$ cat src/rtl/sopc_bus_ic_pkg.sv
// Shared types and constants for the SOPC single-master bus interconnect.
// State encoding, bus widths and the default slave map live here.
package sopc_bus_ic_pkg;

    typedef enum logic [1:0] {
        ST_IDLE = 2'd0,
        ST_BUSY = 2'd1,
        ST_DONE = 2'd2
    } state_t;

    localparam int REG_BUS_W  = 32;
    localparam int DATA_BUS_W = 32;

    // Default slave map, indexed by the top address nibble
    localparam int SLV_RAM   = 0;
    localparam int SLV_UART  = 1;
    localparam int SLV_GPIO  = 2;
    localparam int SLV_TIMER = 3;

endpackage

$ cat src/rtl/sopc_bus_ic_addr_dec.sv
// Combinational address decoder: top DEC_BITS of the address select one slave.
// Indices at or above N_SLV raise dec_err and select nothing.
module sopc_addr_dec #(
    parameter int N_SLV    = 4,
    parameter int AW       = 32,
    parameter int DEC_BITS = 4
) (
    input  logic [AW-1:0]    addr,
    output logic [N_SLV-1:0] sel,
    output logic             dec_err
);

    logic [DEC_BITS-1:0] idx;
    logic                unused_low_bits;

    assign idx             = addr[AW-1 -: DEC_BITS];
    assign unused_low_bits = ^addr[AW-DEC_BITS-1:0];

    generate
        for (genvar gi = 0; gi < N_SLV; gi++) begin : g_sel
            assign sel[gi] = (32'(idx) == 32'(gi));
        end
    endgenerate

    assign dec_err = (32'(idx) >= 32'(N_SLV));

endmodule

$ cat src/rtl/sopc_bus_ic.sv
// Single-master, N-slave memory interconnect with per-slave cyc/ack handshake,
// core stall, timeout and decode-error reporting, and flush abort.
module sopc_bus_ic
    import sopc_bus_ic_pkg::*;
#(
    parameter int N_SLV    = 4,
    parameter int AW       = 32,
    parameter int DW       = 32,
    parameter int DEC_BITS = 4,
    parameter int TIMEOUT  = 255
) (
    input  logic                clk,
    input  logic                rst_n,
    input  logic                flush_i,
    input  logic                m_ce_i,
    input  logic                m_we_i,
    input  logic [AW-1:0]       m_addr_i,
    input  logic [DW/8-1:0]     m_sel_i,
    input  logic [DW-1:0]       m_data_i,
    output logic [DW-1:0]       m_data_o,
    output logic                m_stall_o,
    output logic                m_err_o,
    output logic [N_SLV-1:0]    s_cyc_o,
    output logic                s_we_o,
    output logic [AW-1:0]       s_addr_o,
    output logic [DW/8-1:0]     s_sel_o,
    output logic [DW-1:0]       s_data_o,
    input  logic [N_SLV*DW-1:0] s_data_i,
    input  logic [N_SLV-1:0]    s_ack_i
);

    localparam int SW = DW / 8;
    localparam int TW = $clog2(TIMEOUT + 1);

    state_t            state_reg;
    logic [TW-1:0]     timer_reg;
    logic [N_SLV-1:0]  cyc_reg;
    logic              err_reg;
    logic [DW-1:0]     data_reg;
    logic              we_reg;
    logic [AW-1:0]     addr_reg;
    logic [SW-1:0]     sel_reg;
    logic [DW-1:0]     wdata_reg;

    logic [N_SLV-1:0]  dec_sel;
    logic              dec_err;
    logic [DW-1:0]     masked_data [N_SLV];
    logic [DW-1:0]     rd_data;
    logic              ack_hit;
    logic              timeout_hit;

    sopc_addr_dec #(
        .N_SLV    (N_SLV),
        .AW       (AW),
        .DEC_BITS (DEC_BITS)
    ) u_addr_dec (
        .addr    (m_addr_i),
        .sel     (dec_sel),
        .dec_err (dec_err)
    );

    // The one-hot cyc register doubles as the registered slave index
    generate
        for (genvar gi = 0; gi < N_SLV; gi++) begin : g_rd_mux
            assign masked_data[gi] = cyc_reg[gi] ? s_data_i[gi*DW +: DW] : '0;
        end
    endgenerate

    always_comb begin
        rd_data = '0;
        for (int k = 0; k < N_SLV; k++) begin
            rd_data = rd_data | masked_data[k];
        end
    end

    assign ack_hit     = |(s_ack_i & cyc_reg);
    assign timeout_hit = (timer_reg == TW'(TIMEOUT - 1));

    always_ff @(posedge clk or negedge rst_n) begin
        if (!rst_n) begin
            state_reg <= ST_IDLE;
            timer_reg <= '0;
            cyc_reg   <= '0;
            err_reg   <= 1'b0;
            data_reg  <= '0;
            we_reg    <= 1'b0;
            addr_reg  <= '0;
            sel_reg   <= '0;
            wdata_reg <= '0;
        end else begin
            case (state_reg)
                ST_IDLE: begin
                    err_reg <= 1'b0;
                    if (m_ce_i && !flush_i) begin
                        we_reg    <= m_we_i;
                        addr_reg  <= m_addr_i;
                        sel_reg   <= m_sel_i;
                        wdata_reg <= m_data_i;
                        timer_reg <= '0;
                        if (dec_err) begin
                            err_reg   <= 1'b1;
                            data_reg  <= '0;
                            state_reg <= ST_DONE;
                        end else begin
                            cyc_reg   <= dec_sel;
                            state_reg <= ST_BUSY;
                        end
                    end
                end
                ST_BUSY: begin
                    if (flush_i) begin
                        cyc_reg   <= '0;
                        state_reg <= ST_IDLE;
                    end else if (ack_hit) begin
                        // Ack beats a coincident timeout
                        if (!we_reg) begin
                            data_reg <= rd_data;
                        end
                        cyc_reg   <= '0;
                        state_reg <= ST_DONE;
                    end else if (timeout_hit) begin
                        cyc_reg   <= '0;
                        err_reg   <= 1'b1;
                        data_reg  <= '0;
                        state_reg <= ST_DONE;
                    end else begin
                        timer_reg <= timer_reg + 1'b1;
                    end
                end
                ST_DONE: begin
                    err_reg   <= 1'b0;
                    state_reg <= ST_IDLE;
                end
                default: begin
                    cyc_reg   <= '0;
                    err_reg   <= 1'b0;
                    state_reg <= ST_IDLE;
                end
            endcase
        end
    end

    // Stall in IDLE follows the request so the core holds until accepted
    always_comb begin
        m_stall_o = 1'b0;
        case (state_reg)
            ST_IDLE: m_stall_o = m_ce_i & rst_n;
            ST_BUSY: m_stall_o = 1'b1;
            default: m_stall_o = 1'b0;
        endcase
    end

    assign m_err_o  = err_reg;
    assign m_data_o = data_reg;
    assign s_cyc_o  = cyc_reg;
    assign s_we_o   = we_reg;
    assign s_addr_o = addr_reg;
    assign s_sel_o  = sel_reg;
    assign s_data_o = wdata_reg;

endmodule
$ cat config.mk
export PLATFORM = sky130hd
export DESIGN_NAME = sopc_bus_ic
export DESIGN_NICKNAME = d
export VERILOG_FILES = /design/src/rtl/sopc_bus_ic_pkg.sv /design/src/rtl/sopc_bus_ic_addr_dec.sv /design/src/rtl/sopc_bus_ic.sv
export SDC_FILE = /design/constraint.sdc
export NUM_CORES = 1
export LEC_CHECK = 0
export ABC_CLOCK_PERIOD_IN_PS = 5300
export BUFFER_PORTS_ARGS = -buffer_cell sky130_fd_sc_hd__buf_2
export CAP_MARGIN = 30
export CORE_AREA = 2 2 122 124
export DETAILED_ROUTE_END_ITERATION = 7
export DIE_AREA = 0 0 124 126
export PLACE_DENSITY = 0.7
export SLEW_MARGIN = 25
export SYNTH_ARGS = -nofsm -noshare
export SYNTH_HDL_FRONTEND = slang
export SYNTH_HIERARCHICAL = 1
export SYNTH_SLANG_ARGS = --single-unit
$ cat constraint.sdc
create_clock -name clk -period 5.3 [get_ports clk]
set_clock_uncertainty 0.1 [all_clocks]
set_input_delay 0.265 -clock clk [delete_from_list [all_inputs] [get_ports clk]]
set_output_delay 0.265 -clock clk [all_outputs]
set_load 0.02 [all_outputs]
# Yosys cells after proc, flatten, opt, wreduce, memory -nomap -nowiden
# Index checks and enable logic that the tools add are counted.
op_classes:
  n_addsub: 1
  order_cmp: 1
  n_eq_ne: 16
  mux: 35
  bitwise: 6
  n_reduce_logical: 12
ops:
  columns: ["operator", "count"]
  rows:
  - ["two-way mux 32 bit", 10]
  - ["bitwise OR 32 bit", 3]
  - ["case mux 32 bit (2 select lines)", 1]
  - ["two-way mux 8 bit", 4]
  - ["two-way mux 4 bit", 5]
  - ["case mux 8 bit (2 select lines)", 1]
  - ["!= test 2 bit (second input constant)", 7]
  - ["case mux 4 bit (3 select lines)", 1]
  - ["two-way mux 2 bit", 5]
  - ["adder 8 x 1 -> 8 bit (second input constant)", 1]
  - ["equality test 4 x 2 -> 1 bit (second input constant)", 2]
  - ["equality test 8 bit (second input constant)", 1]
  - ["!= test 3 bit (second input constant)", 2]
  - ["AND reduction 6 bit", 1]
  - ["two-way mux 1 bit", 5]
  - ["AND reduction 5 bit", 1]
  - ["bitwise AND 4 bit", 1]
  - ["equality test 4 x 1 -> 1 bit (second input constant)", 1]
  - ["greater-or-equal comparator 4 x 3 -> 1 bit (second input constant)", 1]
  - ["zero test 4 bit", 1]
  - ["!= test 4 bit (second input constant)", 1]
  - ["case mux 1 bit (2 select lines)", 2]
  - ["case mux 2 bit (2 select lines)", 1]
  - ["AND reduction 2 bit", 2]
  - ["11 further kinds", 11]
word_totals:
  register_bits: 116
  input_bits: 205
  output_inout_bits: 107
  wordCells: 80

# Depth between registers and ports, before layout
logic_depth:
  word_depth: 8
  depth_mapped: 8
  mapped_depth_nobuf: 7

# By module
# The synthesis kept the hierarchy.
by_module_without_submodules:
  columns: ["mod", "n_inst", "cells_per_inst", "area_per_inst_um2", "seq_area_each_um2"]
  rows:
  - ["sopc_bus_ic", 1, 567, 5208.7, 2902.8]
  - ["sopc_addr_dec", 1, 5, 42.5, 0.0]

# Worst setup path before layout
# No wires, ideal clock.
synth_timing:
  path_type: "flip-flop to flip-flop"
  start: "register cyc_reg[0], in the netlist s_cyc_o[0]"
  end: "register timer_reg[3]"
  setup_time_ns: 0.078
  t_arrival_ns: 1.887
  required_time_ns: 5.122
  path_slack_ns: 3.235
  stages_incl_launch_ff: 8
  n_path_buf: 2
  cell_sequence: "dfrtp_1 > buf_2 > a22o_1 > or2_4 > o21a_1 > buf_6 > or3_1 > a21oi_1"
synth_via:
  elab_chain_cells: 4
synth_lines:
  columns: ["element", "line", "source"]
  rows:
  - ["start, declared", "sopc_bus_ic.sv:37", "logic [N_SLV-1:0] cyc_reg;"]
  - ["start signal, assigned", "sopc_bus_ic.sv:105", "cyc_reg <= dec_sel;"]
  - ["bitwise AND 4 bit", "sopc_bus_ic.sv:76", "assign ack_hit = |(s_ack_i & cyc_reg);"]
  - ["OR reduction 4 bit", "sopc_bus_ic.sv:76", null]
  - ["!= test 2 bit (no line)", null, null]
  - ["AND reduction 5 bit (no line)", null, null]
  - ["end signal, assigned", "sopc_bus_ic.sv:127", "timer_reg <= timer_reg + 1'b1;"]
  - ["end, declared", "sopc_bus_ic.sv:36", "logic [TW-1:0] timer_reg;"]
# Every way passes these cells.
# A chain may end at the register's enable or synchronous reset.

# Worst setup path in the final report
layout_timing:
  start: "register cyc_reg[2], in the netlist s_cyc_o[2]"
  end: "register data_reg[4], in the netlist m_data_o[4]"
layout_via:
  elab_chain_cells: 7
  word_cells_on_any_way: 12
layout_lines:
  columns: ["element", "line", "source"]
  rows:
  - ["two-way mux 32 bit", "sopc_bus_ic.sv:65", "assign masked_data[gi] = cyc_reg[gi] ? s_data_i[gi*DW +: DW] : '0;"]
  - ["bitwise OR 32 bit (2 in a row)", "sopc_bus_ic.sv:72", "rd_data = rd_data | masked_data[k];"]
  - ["two-way mux 32 bit", "sopc_bus_ic.sv:116", "if (!we_reg) begin"]
  - ["two-way mux 32 bit", "sopc_bus_ic.sv:114", "end else if (ack_hit) begin"]
  - ["two-way mux 32 bit", "sopc_bus_ic.sv:111", "if (flush_i) begin"]
  - ["case mux 32 bit (2 select lines)", "sopc_bus_ic.sv:91", "case (state_reg)"]
  - ["end signal, assigned", "sopc_bus_ic.sv:117", "data_reg <= rd_data;"]
  - ["end, declared", "sopc_bus_ic.sv:39", "logic [DW-1:0] data_reg;"]
# Several ways; a longest one is shown, not always the timed one. The select of a mux whose other input is x is not followed.

==> results.txt <==
The flow ran to the end, and the final reports show no timing, DRC or antenna violations. The count of nets left with antenna violations once routing finished came out at 0. At the pin with the least slew margin, the transition time is 0.761 ns. Worst min-delay path endpoint: s_addr_o[31].

The critical path goes through a22o_1 -> o21ai_2 -> buf_4 -> o221ai_4 -> buf_4 -> nand2_1 -> o31ai_1. The critical path contains buffers and inverters numbering 2 combined. Among cell families on the critical path, the largest total delay comes from buffers and inverters.

At the worst endpoint, the required time is 5.51 ns. The start-to-end type of the worst setup path is flip-flop to flip-flop. For the worst flop-to-flop path, the logic depth is 7.

The Yosys step of the flow raised 6 warnings. The cell depth of the worst hold path was 3; the area growth from synthesis to final layout was 57.5%. The min-delay analysis places its worst path in the category input port to flip-flop. The detailed router placed 5,619 vias in this run. The largest individual stage delay along the critical path comes from the cell sky130_fd_sc_hd__dfrtp_1. The critical register-to-register path endpoint is m_data_o[4]. The tree built by TritonCTS fans out to 116 sinks. CTS built an H-tree with a depth of 4. The summed area of non-filler cells in the final layout came out at 8270 um^2. The multi-input combinational cells in the finished layout cover a total of 2180 um^2.

The run gives 0.803 as the final weighted congestion in routability-driven placement. For the placed cell area, the log shows 6960 um^2. The library cell used most frequently in the layout, excluding fill and tap cells, is sky130_fd_sc_hd__buf_2.

The tool flagged a number of max-cap violations equal to 0. After detailed routing, the average wire length per cell comes to 15.5 um. Entering global routing, the biggest net connects 77 pins.

For the data arrival time of the worst path, the log shows 2.60 ns. STA classifies the critical path startpoint as a flip-flop. Hold violation total from the final report: 0. The number of input and output port buffers inserted is 311. The detailed router used layers up to and including met4.

At the placement stage, the worst setup path has a slack of 2.92 ns. The die is 126 um tall. The post-route clock period utilization is 0.451. The final critical delay including setup and external delays came out at 2.39 ns. Share of final-layout standard cells stronger than drive strength 1: 0.378.

The logs give 5250 um^2 for the netlist area before placement and 4.40 nW for the leakage power of the design. The number of enable flip-flop cells after synthesis was 0. For the remaining global-route overflow, the log shows 0. The clock edge transition at the registers on the reported setup and hold paths works out to 0.05 ns. For the global routing usage summed across all routing layers, the log shows 0.225. The cell that appears most often on the critical path is sky130_fd_sc_hd__buf_4. The die covers 15,600 um^2. TritonCTS built the clock tree. The starting utilization of the core area is 0.367. The number of global-route vias before repair is 5,423. For this block, the routed nets add up to 17,500 um of wire.

In the final layout, flip-flops and latches occupy 2900 um^2. The share of synthesized registers carrying an async set or reset is 1.00, and the number of CTS-inserted buffers is 17. In this design, the stage delay of the slowest critical-path cell is 0.70 ns. The logs give 572 for the count of mapped cells out of synthesis and 1,144 for the number of nets at the end of the flow.

The run gives 7210 um as the met1 wire length. The logs give 0 for the residual DRC count and 2 for the worst-case clock buffer depth. The width of the chip works out to 124 um.

The type of element capturing the critical path is a flip-flop. Setup slack on the worst reg-to-reg path comes out at 2.91 ns. Summed over all nets, wire length on met2 after detailed routing comes to 8890 um. Setup repair after global routing left no endpoint under its margin. After detailed routing, the number of vias per cell comes to 4.96. The count of routing violations after the opening detailed-route iteration came out at 406. After detailed routing, the met3 layer carries 964 um of wire. Synthesis inferred 116 register bits. The run gives 0 as the max-slew violation total from the final report.

In the synthesized netlist the dominant register cell turns out to be sky130_fd_sc_hd__dfrtp_1. For this run, the detailed router's first-pass iteration total came to 5. The sequential share of the synthesized area came out at 0.553.

The number of antenna diodes in the final layout is 0. For the number of filler instances in the final layout, the log shows 1,254. The startpoint of the worst hold path is m_addr_i[31]. In this run the worst path has a maximum fanout of 64. Adding up every negative setup slack in the final design gives 0 ns. The insertion delay to the later sink of the worst-skew pair is 0.41 ns, and the synthesized area divided by synthesized cell count is 9.18 um^2. Final setup violation count: 0. The largest voltage drop on the vdd net was 0.275 mV. Dividing total power by cell area gives a power density of 470 nW/um^2.

Synthesized net count: 779. The root buffer cell chosen for the clock tree is sky130_fd_sc_hd__clkbuf_16. The tools report the maximum clock rate as 419 MHz.

The core region is 14,300 um^2. The top cell types in the final layout, fill and taps aside, are sky130_fd_sc_hd__buf_2, sky130_fd_sc_hd__nand2_1, sky130_fd_sc_hd__dfrtp_1, sky130_fd_sc_hd__dlygate4sd3_1, sky130_fd_sc_hd__a22o_1. In this run, distinct cell masters in the synthesized netlist total 32. Count of instances resized after the clock tree is built: 0. For this design the top-level I/O count stands at 312.

Relative slew slack: 0.493. The tools report the initial antenna violation count as 0. The start of the worst register-to-register path was s_cyc_o[2]. The run gives 44 as the floorplan row count. The worst path meets setup with 2.91 ns of slack.

After legalization and detailed placement, the total HPWL measured 11,800 um. The first global-routing pass estimated 27,200 um of wire.
## cell usage after synthesis (7+ instances only)
| cell type | n | area, um^2 |
|---|---|---|
| sky130_fd_sc_hd__a22o_1 | 38 | 333 |
| sky130_fd_sc_hd__a221oi_1 | 32 | 280 |
| sky130_fd_sc_hd__o31ai_1 | 32 | 240 |
| sky130_fd_sc_hd__a21oi_1 | 10 | 50.1 |
| sky130_fd_sc_hd__or3_1 | 8 | 50.1 |
| sky130_fd_sc_hd__o21ai_0 | 13 | 65.1 |
| sky130_fd_sc_hd__dfrtp_1 | 116 | 2900 |
| sky130_fd_sc_hd__nor2_1 | 7 | 26.3 |
| sky130_fd_sc_hd__nand2_1 | 242 | 908 |
| sky130_fd_sc_hd__clkbuf_1 | 38 | 143 |
## worst reg2reg max path, stage by stage (launching register included)
cell and delay, ns:
sky130_fd_sc_hd__dfrtp_1 0.70, sky130_fd_sc_hd__a22o_1 0.25, sky130_fd_sc_hd__o21ai_2 0.05, sky130_fd_sc_hd__buf_4 0.24, sky130_fd_sc_hd__o221ai_4 0.20, sky130_fd_sc_hd__buf_4 0.51, sky130_fd_sc_hd__nand2_1 0.14, sky130_fd_sc_hd__o31ai_1 0.09
## kinds of logic (layout without fill, tap and decap cells)
kind of cell,Yosys count,after routing,share of synthesized area
and+or+nand+nor,278,278,0.215
DFF,116,116,0.553
adders and majority gates,2,2,0.00476
AOI/OAI and AO/OA,130,130,0.193
buffers and inverters,46,424,0.0353
## through the flow
step	cells	hold slack, ns	util	total power, mW
2_1_floorplan	572	-0.131	-	2.14
3_3_place_gp	1032	0.214	0.485	2.64
3_5_place_dp	1033	0.216	0.486	2.66
4_1_cts	1133	0.00606	0.577	3.90
5_1_grt	1134	0.0371	0.578	4.12
6_report	1134	0.0226	0.578	3.88
## power breakdown
group	leakage (nW)	total [mW]	internal, mW	switching [mW]
registers	1.51	1.33	1.16	0.163
logic	2.59	1.38	0.486	0.894
clock network	0.305	1.18	0.783	0.394
## repair_timing
action,CTS,global route
endpoints found under the hold margin,113,0
endpoints found under the setup margin,0,0
buffers inserted,0,0
hold buffers,68,0
## cell type report
| class | count | share of cell area |
|---|---|---|
| clock buffer | 22 | 0.0585 |
| clock inverter | 10 | 0.0154 |
| inverter | 3 | 0.00136 |
| multi-input combinational | 410 | 0.264 |
| sequential | 116 | 0.351 |
| tap | 184 | 0.0278 |
| timing repair buffer | 389 | 0.282 |
## worst max-delay path by stage
stage	from	end	depth (start not counted)
2_1_floorplan	s_cyc_o[0]	timer_reg[3]	7
3_3_place_gp	s_cyc_o[2]	m_data_o[27]	6
3_5_place_dp	s_cyc_o[0]	m_data_o[7]	7
4_1_cts	s_cyc_o[0]	m_data_o[4]	8
5_1_grt	s_cyc_o[2]	m_data_o[4]	7
6_report	s_cyc_o[2]	m_data_o[4]	7
## metal layers
| layer | track usage | vias to the layer above |
|---|---|---|
| li1 | - | 2724 |
| met4 | 0.0945 | 0 |
| met5 | 0 | - |
| met3 | 0.0571 | 42 |
| met2 | 0.376 | 185 |
| met1 | 0.274 | 2668 |
(Power assumes the default switching activity.)
